File: src/rtl/exe_stage_pipe_if.sv
// Bus between the ID/EXE register, the execute stage and the MEM stage.
// master = upstream/hazard side driving the stage, slave = the execute stage itself.
interface exe_stage_pipe_if #(
  parameter int DATA_W = 32,
  parameter int IMM_W  = 24,
  parameter int REG_W  = 4
);
  logic              in_valid;
  logic [3:0]        EXE_CMD;
  logic              WB_EN;
  logic              MEM_R_EN;
  logic              MEM_W_EN;
  logic              S;
  logic [DATA_W-1:0] PC_in;
  logic [DATA_W-1:0] Val_Rn;
  logic [DATA_W-1:0] Val_Rm;
  logic              imm;
  logic [11:0]       Shift_operand;
  logic [IMM_W-1:0]  Signed_imm;
  logic              C;
  logic [REG_W-1:0]  Dest;
  logic              freeze;
  logic              flush;

  logic              busy;
  logic              out_valid;
  logic [DATA_W-1:0] ALU_result;
  logic [DATA_W-1:0] Br_addr;
  logic [DATA_W-1:0] Val_Rm_out;
  logic [3:0]        status;
  logic              status_we;
  logic [REG_W-1:0]  Dest_out;
  logic              WB_EN_out;
  logic              MEM_R_EN_out;
  logic              MEM_W_EN_out;

  modport master (
    output in_valid, EXE_CMD, WB_EN, MEM_R_EN, MEM_W_EN, S, PC_in, Val_Rn, Val_Rm, imm,
           Shift_operand, Signed_imm, C, Dest, freeze, flush,
    input  busy, out_valid, ALU_result, Br_addr, Val_Rm_out, status, status_we, Dest_out,
           WB_EN_out, MEM_R_EN_out, MEM_W_EN_out
  );

  modport slave (
    input  in_valid, EXE_CMD, WB_EN, MEM_R_EN, MEM_W_EN, S, PC_in, Val_Rn, Val_Rm, imm,
           Shift_operand, Signed_imm, C, Dest, freeze, flush,
    output busy, out_valid, ALU_result, Br_addr, Val_Rm_out, status, status_we, Dest_out,
           WB_EN_out, MEM_R_EN_out, MEM_W_EN_out
  );
endinterface

File: src/rtl/exe_stage_pipe.sv
// Execute stage: Val2 shifter, ALU, branch adder, iterative multiplier and EXE/MEM register.
// Optional EXE_MUL_EARLY_TERM_EN: multiplier stops once the remaining multiplier bits are zero.
//
// state | meaning
// IDLE  | accepting single-cycle ops from ID/EXE
// MUL   | multiplier iterating, busy=1, EXE/MEM holds a bubble
// DONE  | product ready but MEM side frozen; waits for !freeze
module exe_stage_pipe #(
  parameter int DATA_W   = 32,
  parameter int IMM_W    = 24,
  parameter int REG_W    = 4,
  parameter int MUL_STEP = 4
) (
  input  logic             clk,
  input  logic             rst,
  exe_stage_pipe_if.slave  bus
);
  localparam int MUL_CYC = DATA_W / MUL_STEP;
  localparam int CNT_W   = (MUL_CYC > 1) ? $clog2(MUL_CYC) : 1;

  localparam logic [1:0] S_IDLE = 2'd0;
  localparam logic [1:0] S_MUL  = 2'd1;
  localparam logic [1:0] S_DONE = 2'd2;

  localparam logic [3:0] CMD_MOV = 4'b0001;
  localparam logic [3:0] CMD_MVN = 4'b1001;
  localparam logic [3:0] CMD_ADD = 4'b0010;
  localparam logic [3:0] CMD_ADC = 4'b0011;
  localparam logic [3:0] CMD_SUB = 4'b0100;
  localparam logic [3:0] CMD_SBC = 4'b0101;
  localparam logic [3:0] CMD_AND = 4'b0110;
  localparam logic [3:0] CMD_ORR = 4'b0111;
  localparam logic [3:0] CMD_EOR = 4'b1000;
  localparam logic [3:0] CMD_MUL = 4'b1010;

  typedef struct packed {
    logic              valid;
    logic [DATA_W-1:0] result;
    logic [DATA_W-1:0] br_addr;
    logic [DATA_W-1:0] val_rm;
    logic [3:0]        status;
    logic              status_we;
    logic [REG_W-1:0]  dest;
    logic              wb_en;
    logic              mem_r_en;
    logic              mem_w_en;
  } exe_mem_t;

  function automatic logic [DATA_W-1:0] ror(input logic [DATA_W-1:0] x, input logic [4:0] sh);
    return DATA_W'({x, x} >> sh);
  endfunction

  logic [1:0]        state;
  logic [CNT_W-1:0]  cnt;
  logic [DATA_W-1:0] mcand, mplier, acc, mul_sum, mul_res;
  logic              mul_last;
  logic [DATA_W-1:0] m_br, m_rm;
  logic [REG_W-1:0]  m_dest;
  logic              m_c, m_s, m_wb, m_mr, m_mw;

  logic [DATA_W-1:0] val2, shifted, br_addr, br_off;
  logic [DATA_W-1:0] alu_res, add_b;
  logic [DATA_W:0]   sum;
  logic              add_cin, is_arith, alu_c, alu_v;
  logic [4:0]        sh_amt;
  exe_mem_t          out_q, single_word, mul_word;

  assign sh_amt = bus.Shift_operand[11:7];

  always_comb begin
    case (bus.Shift_operand[6:5])
      2'b00:   shifted = bus.Val_Rm << sh_amt;
      2'b01:   shifted = bus.Val_Rm >> sh_amt;
      2'b10:   shifted = DATA_W'($signed(bus.Val_Rm) >>> sh_amt);
      default: shifted = ror(bus.Val_Rm, sh_amt);
    endcase
    // Loads/stores use the raw 12-bit offset regardless of imm
    if (bus.MEM_R_EN || bus.MEM_W_EN)
      val2 = {{(DATA_W-12){1'b0}}, bus.Shift_operand};
    else if (bus.imm)
      val2 = ror({{(DATA_W-8){1'b0}}, bus.Shift_operand[7:0]}, {bus.Shift_operand[11:8], 1'b0});
    else
      val2 = shifted;
  end

  assign br_off  = {{(DATA_W-IMM_W){bus.Signed_imm[IMM_W-1]}}, bus.Signed_imm} << 2;
  assign br_addr = bus.PC_in + br_off;

  // Subtraction is done as Rn + ~Val2 + cin so carry comes out as ARM's not-borrow
  always_comb begin
    add_b    = val2;
    add_cin  = 1'b0;
    is_arith = 1'b0;
    case (bus.EXE_CMD)
      CMD_ADD: is_arith = 1'b1;
      CMD_ADC: begin is_arith = 1'b1; add_cin = bus.C; end
      CMD_SUB: begin is_arith = 1'b1; add_b = ~val2; add_cin = 1'b1; end
      CMD_SBC: begin is_arith = 1'b1; add_b = ~val2; add_cin = bus.C; end
      default: ;
    endcase
    sum = {1'b0, bus.Val_Rn} + {1'b0, add_b} + {{DATA_W{1'b0}}, add_cin};
    case (bus.EXE_CMD)
      CMD_MOV: alu_res = val2;
      CMD_MVN: alu_res = ~val2;
      CMD_AND: alu_res = bus.Val_Rn & val2;
      CMD_ORR: alu_res = bus.Val_Rn | val2;
      CMD_EOR: alu_res = bus.Val_Rn ^ val2;
      CMD_ADD, CMD_ADC, CMD_SUB, CMD_SBC: alu_res = sum[DATA_W-1:0];
      default: alu_res = '0;
    endcase
    alu_c = is_arith ? sum[DATA_W] : bus.C;
    alu_v = is_arith && (bus.Val_Rn[DATA_W-1] == add_b[DATA_W-1])
                     && (sum[DATA_W-1] != bus.Val_Rn[DATA_W-1]);
  end

  always_comb begin
    single_word           = '0;
    single_word.valid     = 1'b1;
    single_word.result    = alu_res;
    single_word.br_addr   = br_addr;
    single_word.val_rm    = bus.Val_Rm;
    single_word.status    = {alu_res[DATA_W-1], alu_res == '0, alu_c, alu_v};
    single_word.status_we = bus.S;
    single_word.dest      = bus.Dest;
    single_word.wb_en     = bus.WB_EN;
    single_word.mem_r_en  = bus.MEM_R_EN;
    single_word.mem_w_en  = bus.MEM_W_EN;
  end

  assign mul_sum = acc + mcand * {{(DATA_W-MUL_STEP){1'b0}}, mplier[MUL_STEP-1:0]};
  assign mul_res = (state == S_DONE) ? acc : mul_sum;

`ifdef EXE_MUL_EARLY_TERM_EN
  assign mul_last = (cnt == '0) || ((mplier >> MUL_STEP) == '0);
`else
  assign mul_last = (cnt == '0);
`endif

  always_comb begin
    mul_word           = '0;
    mul_word.valid     = 1'b1;
    mul_word.result    = mul_res;
    mul_word.br_addr   = m_br;
    mul_word.val_rm    = m_rm;
    mul_word.status    = {mul_res[DATA_W-1], mul_res == '0, m_c, 1'b0};
    mul_word.status_we = m_s;
    mul_word.dest      = m_dest;
    mul_word.wb_en     = m_wb;
    mul_word.mem_r_en  = m_mr;
    mul_word.mem_w_en  = m_mw;
  end

  always_ff @(posedge clk or posedge rst) begin
    if (rst) begin
      state  <= S_IDLE;
      cnt    <= '0;
      out_q  <= '0;
      mcand  <= '0;
      mplier <= '0;
      acc    <= '0;
      m_br   <= '0;
      m_rm   <= '0;
      m_dest <= '0;
      m_c    <= 1'b0;
      m_s    <= 1'b0;
      m_wb   <= 1'b0;
      m_mr   <= 1'b0;
      m_mw   <= 1'b0;
    end else if (bus.flush) begin
      state <= S_IDLE;
      out_q <= '0;
    end else begin
      case (state)
        S_IDLE: if (!bus.freeze) begin
          out_q <= (bus.in_valid && bus.EXE_CMD != CMD_MUL) ? single_word : '0;
          if (bus.in_valid && bus.EXE_CMD == CMD_MUL) begin
            state  <= S_MUL;
            cnt    <= CNT_W'(MUL_CYC - 1);
            acc    <= '0;
            mcand  <= bus.Val_Rn;
            mplier <= val2;
            m_br   <= br_addr;
            m_rm   <= bus.Val_Rm;
            m_dest <= bus.Dest;
            m_c    <= bus.C;
            m_s    <= bus.S;
            m_wb   <= bus.WB_EN;
            m_mr   <= bus.MEM_R_EN;
            m_mw   <= bus.MEM_W_EN;
          end
        end
        S_MUL: if (mul_last) begin
          if (bus.freeze) begin
            acc   <= mul_sum;
            state <= S_DONE;
          end else begin
            out_q <= mul_word;
            state <= S_IDLE;
          end
        end else if (!bus.freeze) begin
          acc    <= mul_sum;
          mcand  <= mcand << MUL_STEP;
          mplier <= mplier >> MUL_STEP;
          cnt    <= cnt - 1'b1;
        end
        S_DONE: if (!bus.freeze) begin
          out_q <= mul_word;
          state <= S_IDLE;
        end
        default: state <= S_IDLE;
      endcase
    end
  end

  assign bus.busy         = (state != S_IDLE);
  assign bus.out_valid    = out_q.valid;
  assign bus.ALU_result   = out_q.result;
  assign bus.Br_addr      = out_q.br_addr;
  assign bus.Val_Rm_out   = out_q.val_rm;
  assign bus.status       = out_q.status;
  assign bus.status_we    = out_q.status_we;
  assign bus.Dest_out     = out_q.dest;
  assign bus.WB_EN_out    = out_q.wb_en;
  assign bus.MEM_R_EN_out = out_q.mem_r_en;
  assign bus.MEM_W_EN_out = out_q.mem_w_en;
endmodule

File: src/flat_wrapper.sv
// flat-port wrapper written by rule: the top's interface ports become plain ports
module exe_stage_pipe_flat 
#(
  parameter int DATA_W   = 32,
  parameter int IMM_W    = 24,
  parameter int REG_W    = 4,
  parameter int MUL_STEP = 4
)
  (clk, rst, bus_in_valid, bus_EXE_CMD, bus_WB_EN, bus_MEM_R_EN, bus_MEM_W_EN, bus_S, bus_PC_in, bus_Val_Rn, bus_Val_Rm, bus_imm, bus_Shift_operand, bus_Signed_imm, bus_C, bus_Dest, bus_freeze, bus_flush, bus_busy, bus_out_valid, bus_ALU_result, bus_Br_addr, bus_Val_Rm_out, bus_status, bus_status_we, bus_Dest_out, bus_WB_EN_out, bus_MEM_R_EN_out, bus_MEM_W_EN_out);
  exe_stage_pipe_if #(.DATA_W(DATA_W), .IMM_W(IMM_W), .REG_W(REG_W)) bus_i ();
  input  logic clk;
  input  logic rst;
  input wire logic [$bits(bus_i.in_valid)-1:0] bus_in_valid;
  input wire logic [$bits(bus_i.EXE_CMD)-1:0] bus_EXE_CMD;
  input wire logic [$bits(bus_i.WB_EN)-1:0] bus_WB_EN;
  input wire logic [$bits(bus_i.MEM_R_EN)-1:0] bus_MEM_R_EN;
  input wire logic [$bits(bus_i.MEM_W_EN)-1:0] bus_MEM_W_EN;
  input wire logic [$bits(bus_i.S)-1:0] bus_S;
  input wire logic [$bits(bus_i.PC_in)-1:0] bus_PC_in;
  input wire logic [$bits(bus_i.Val_Rn)-1:0] bus_Val_Rn;
  input wire logic [$bits(bus_i.Val_Rm)-1:0] bus_Val_Rm;
  input wire logic [$bits(bus_i.imm)-1:0] bus_imm;
  input wire logic [$bits(bus_i.Shift_operand)-1:0] bus_Shift_operand;
  input wire logic [$bits(bus_i.Signed_imm)-1:0] bus_Signed_imm;
  input wire logic [$bits(bus_i.C)-1:0] bus_C;
  input wire logic [$bits(bus_i.Dest)-1:0] bus_Dest;
  input wire logic [$bits(bus_i.freeze)-1:0] bus_freeze;
  input wire logic [$bits(bus_i.flush)-1:0] bus_flush;
  output wire logic [$bits(bus_i.busy)-1:0] bus_busy;
  output wire logic [$bits(bus_i.out_valid)-1:0] bus_out_valid;
  output wire logic [$bits(bus_i.ALU_result)-1:0] bus_ALU_result;
  output wire logic [$bits(bus_i.Br_addr)-1:0] bus_Br_addr;
  output wire logic [$bits(bus_i.Val_Rm_out)-1:0] bus_Val_Rm_out;
  output wire logic [$bits(bus_i.status)-1:0] bus_status;
  output wire logic [$bits(bus_i.status_we)-1:0] bus_status_we;
  output wire logic [$bits(bus_i.Dest_out)-1:0] bus_Dest_out;
  output wire logic [$bits(bus_i.WB_EN_out)-1:0] bus_WB_EN_out;
  output wire logic [$bits(bus_i.MEM_R_EN_out)-1:0] bus_MEM_R_EN_out;
  output wire logic [$bits(bus_i.MEM_W_EN_out)-1:0] bus_MEM_W_EN_out;
  assign bus_i.in_valid = bus_in_valid;
  assign bus_i.EXE_CMD = bus_EXE_CMD;
  assign bus_i.WB_EN = bus_WB_EN;
  assign bus_i.MEM_R_EN = bus_MEM_R_EN;
  assign bus_i.MEM_W_EN = bus_MEM_W_EN;
  assign bus_i.S = bus_S;
  assign bus_i.PC_in = bus_PC_in;
  assign bus_i.Val_Rn = bus_Val_Rn;
  assign bus_i.Val_Rm = bus_Val_Rm;
  assign bus_i.imm = bus_imm;
  assign bus_i.Shift_operand = bus_Shift_operand;
  assign bus_i.Signed_imm = bus_Signed_imm;
  assign bus_i.C = bus_C;
  assign bus_i.Dest = bus_Dest;
  assign bus_i.freeze = bus_freeze;
  assign bus_i.flush = bus_flush;
  assign bus_busy = bus_i.busy;
  assign bus_out_valid = bus_i.out_valid;
  assign bus_ALU_result = bus_i.ALU_result;
  assign bus_Br_addr = bus_i.Br_addr;
  assign bus_Val_Rm_out = bus_i.Val_Rm_out;
  assign bus_status = bus_i.status;
  assign bus_status_we = bus_i.status_we;
  assign bus_Dest_out = bus_i.Dest_out;
  assign bus_WB_EN_out = bus_i.WB_EN_out;
  assign bus_MEM_R_EN_out = bus_i.MEM_R_EN_out;
  assign bus_MEM_W_EN_out = bus_i.MEM_W_EN_out;
  exe_stage_pipe #(.DATA_W(DATA_W), .IMM_W(IMM_W), .REG_W(REG_W), .MUL_STEP(MUL_STEP)) u_core (.clk(clk), .rst(rst), .bus(bus_i));
endmodule
File: config.mk
export PLATFORM = sky130hd
export DESIGN_NAME = exe_stage_pipe_flat
export DESIGN_NICKNAME = d
export VERILOG_FILES = /design/src/rtl/exe_stage_pipe_if.sv /design/src/rtl/exe_stage_pipe.sv /design/src/flat_wrapper.sv
export SDC_FILE = /design/constraint.sdc
export NUM_CORES = 2
export LEC_CHECK = 0
export BUFFER_PORTS_ARGS = -buffer_cell sky130_fd_sc_hd__buf_4
export CAP_MARGIN = 40
export CORE_MARGIN = 2
export CORE_UTILIZATION = 35
export CTS_CLUSTER_SIZE = 28
export DETAILED_ROUTE_END_ITERATION = 10
export SLEW_MARGIN = 40
export SYNTH_ARGS = -nofsm -noshare
export SYNTH_HDL_FRONTEND = slang
export SYNTH_SLANG_ARGS = --single-unit
export TNS_END_PERCENT = 10
File: constraint.sdc
create_clock -name clk -period 11.5 [get_ports clk]
set_input_delay 1.725 -clock clk [delete_from_list [all_inputs] [get_ports clk]]
set_output_delay 1.725 -clock clk [all_outputs]
set_load 0.01 [all_outputs]
==> qor.txt <==
Core area: 0.0803 mm2
DR iter-0 viols: 2770
Synthesized flop and latch total: 282
Clock skew: 0.0210 ns
Dominant synthesized flop cell: dfrtp_1
Hold Path Class: flip-flop to flip-flop
Root Driver: clkbuf_16
Reg clk slew, reported paths: 0.06 ns
LEAKAGE: 15.3 nW
Post-CTS Setup Bufs: 0
Routed Antenna Nets: 0
Initial antenna violation count: 4
Pwr dens: 119 mW/mm2
CTS Buf Count: 37
Final worst slack: 2.87 ns
Cell count after synthesis: 3273
Distinct cells, synth: 97
Starting Density: 35.2%
Yosys warning count: 0
Setup crit start kind: input port
Clock buffer depth: 3
Least-Margin Pin Slew: 0.877 ns
CTS tree: yes
Share of cells above drive strength 1: 17.6%
Core Util, Final: 40.3%
Post-synthesis area per instance: 8.63 um2
Post-synth EDFFs: 0
Die area: 0.0830 mm2
Reg area: 0.00706 mm2
Final count of negative-setup-slack endpoints: 0
Cts hold-fix bufs: 0
Peak Freq: 0.116 GHz
Post-layout min period: 8.63 ns
Fin crit share: 75.1%
Reg2Reg Depth: 18
Post-synthesis sequential area ratio: 25.0%
Row count: 104
Drt pass-1 iters: 8
I/O pin count: 261
Ys async rst share: 100%
DP HPWL: 79300 um
Setup WS pre-CTS: 2.55 ns
VDD IR-drop max: 0.000104 V
Max-slew headroom: 41.0%
Hold Vio Cnt, Final: 0
Hold depth: 2
Vias: 26800
Setup TNS: 0 ns
GRT overflow: 0
Placer congestion estimate: 0.997
Netlist Area Pre-Place: 0.0283 mm2
Max Slew Vio Count: 0
Vias in the first global route: 26100
Global-route wire length before repair: 165000 um
Nets: 3788
CP Capture Type: flip-flop
DRC viols: 0
Port buffer count: 260
Post-CTS Resized: 0
Die width: 288 um
Pin count of the biggest net entering global routing: 138
Max FO, Critical Path: 59
Commonest non-fill, non-tap cell in the layout: nand2_1
Setup slack, reg-to-reg: 4.93 ns
H-tree Lvls: 2
Total power draw: 3.85 mW
Critical path class: input port to flip-flop
CP Data Required Time: 11.97 ns
Drt via density: 5.99
Max-cap violations: 0
Unrepaired setup endpoints after global routing: no
Routed length per placed instance: 24.2 um
Crit path DAT: 9.10 ns
Clock Sinks: 282
Vert. Die Dim: 288 um
Clk_lat worst skew: 0.56 ns
Layout area overhead: 14.6%
WHS: 0.474 ns
Gr usage total: 25.6%
Multi-input gate area: 0.0195 mm2
Syn_nets: 3681
# fillers: 8095
Most frequent cells in the layout: 396 x nand2_1, 305 x buf_4, 279 x dfrtp_1
Routed WL: 108000 um
Status: finished clean
[state kept, by name (all words and copies together), names as in the netlist, 2 cells and up]
register               flops
u_core.acc                32
u_core.bus.Br_addr        32
u_core.bus.Val_Rm_out     32
u_core.m_br               32
u_core.m_rm               32
u_core.mcand              32
u_core.mplier             32
u_core.bus.ALU_result     31
u_core.bus.Dest_out        4
u_core.bus.status          4
u_core.m_dest              4
u_core.cnt                 3
u_core.state               2
[layout make-up]
| class | instances | area share (%) |
|---|---|---|
| diodes | 3 | 0.0232 |
| clock buffers | 50 | 3.07 |
| clock inverters | 15 | 0.804 |
| inverters | 222 | 2.60 |
| multi-input cells | 2525 | 60.2 |
| flip-flops and latches | 282 | 21.8 |
| well taps | 1060 | 4.09 |
| repair buffers | 312 | 7.41 |
[where the power goes]
group,internal (mW),switching (mW)
sequential,1.10,0.120
clock,0.745,0.486
combinational,0.556,0.848
total,2.40,1.46
[synthesized netlist by cell type (all sizes together), types with 11 or more instances]
master   instances  share of area, %
clkbuf         190               2.5
nand2b          33              0.73
mux2i          127               4.5
nor4            13              0.29
a22o            38               1.2
buf             54               1.1
o2111ai         11              0.34
o31ai           37               1.0
and3            29              0.64
a222oi          56               2.0
dfrtp          282                25
nand4           14              0.31
inv            220               2.9
o211ai          24              0.66
a21o            49               1.3
o21ai          234               4.2
a221oi          23              0.73
nand3           60               1.1
a211oi          41               1.1
nor3            34              0.60
or2             16              0.35
nor2           217               2.9
mux4            50               4.0
a31oi           31              0.74
o21a            15              0.40
a2111oi         14              0.43
xor2            48               1.5
a22oi           44               1.2
xnor2           59               1.8
nand2          396               5.3
fa              89               6.3
mux2           112               4.5
a311oi          13              0.42
a21oi          157               2.8
o22ai           23              0.51
o41ai           13              0.60
nor2b           19              0.42
or3             11              0.24
ha             168               7.4
and2            57               1.3
o221ai          12              0.37
[worst max-delay path, stage by stage]
cell and delay [ns]:
buf_4 0.58, clkinv_1 0.87, buf_4 0.51, mux4_2 0.39
o21ai_0 0.16, o21ai_0 0.10, o21ai_1 0.60, xor2_1 0.17
fa_1 0.44, fa_1 0.44, nand3b_1 0.25, a211oi_1 0.34
or2_2 0.18, o21ai_0 0.18, o2bb2ai_1 0.32, a221oi_1 0.17
o21ai_0 0.43, mux2_2 0.39, a211oi_1 0.35, and3_1 0.21
nand3_1 0.08, a31oi_1 0.17
[layer usage]
layer | up-vias | wire, um | track usage [%]
met4 | 2 | 4630 | 10.5
li1 | 12100 | - | -
met5 | - | 16 | 0
met2 | 1259 | 49000 | 40.6
met3 | 270 | 9000 | 4.80
met1 | 13100 | 45600 | 34.5
[path summary, 6_finish.rpt]
kind | start | to
worst max-delay path | bus_Shift_operand[9] | u_core.bus.status[2]$_DFFE_PP0P_
max in group asynchronous | rst | u_core.bus.Val_Rm_out[21]$_DFFE_PP0P_
worst min register to register | u_core.bus.out_valid$_DFFE_PP0P_ | u_core.bus.out_valid$_DFFE_PP0P_
worst max register to register | u_core.mplier[2]$_DFFE_PP0P_ | u_core.bus.status[2]$_DFFE_PP0P_
min in group asynchronous | rst | u_core.acc[3]$_DFFE_PP0P_
worst min-delay path | u_core.bus.out_valid$_DFFE_PP0P_ | u_core.bus.out_valid$_DFFE_PP0P_
[kinds of logic (layout without fill, tap and decap cells)]
kind of cell,after synthesis,after routing,synth area share (%)
adder cells (fa/ha/maj),257,257,13.7
XOR/XNOR,107,107,3.32
AO/OA/AOI/OAI,938,938,23.3
multiplexers,289,289,13.0
buffers and inverters,466,599,6.57
other,0,3,0
AND/OR/NAND/NOR,934,934,15.1
flip-flops,282,282,25.0
[metrics by stage]
step	cell area, um2	cells
final	32400	4469
after global routing	32400	4467
after CTS	32300	4464
after detailed placement	31100	4399
after global placement	31000	4397
after floorplan	28300	3273
(Power assumes the default switching activity.)
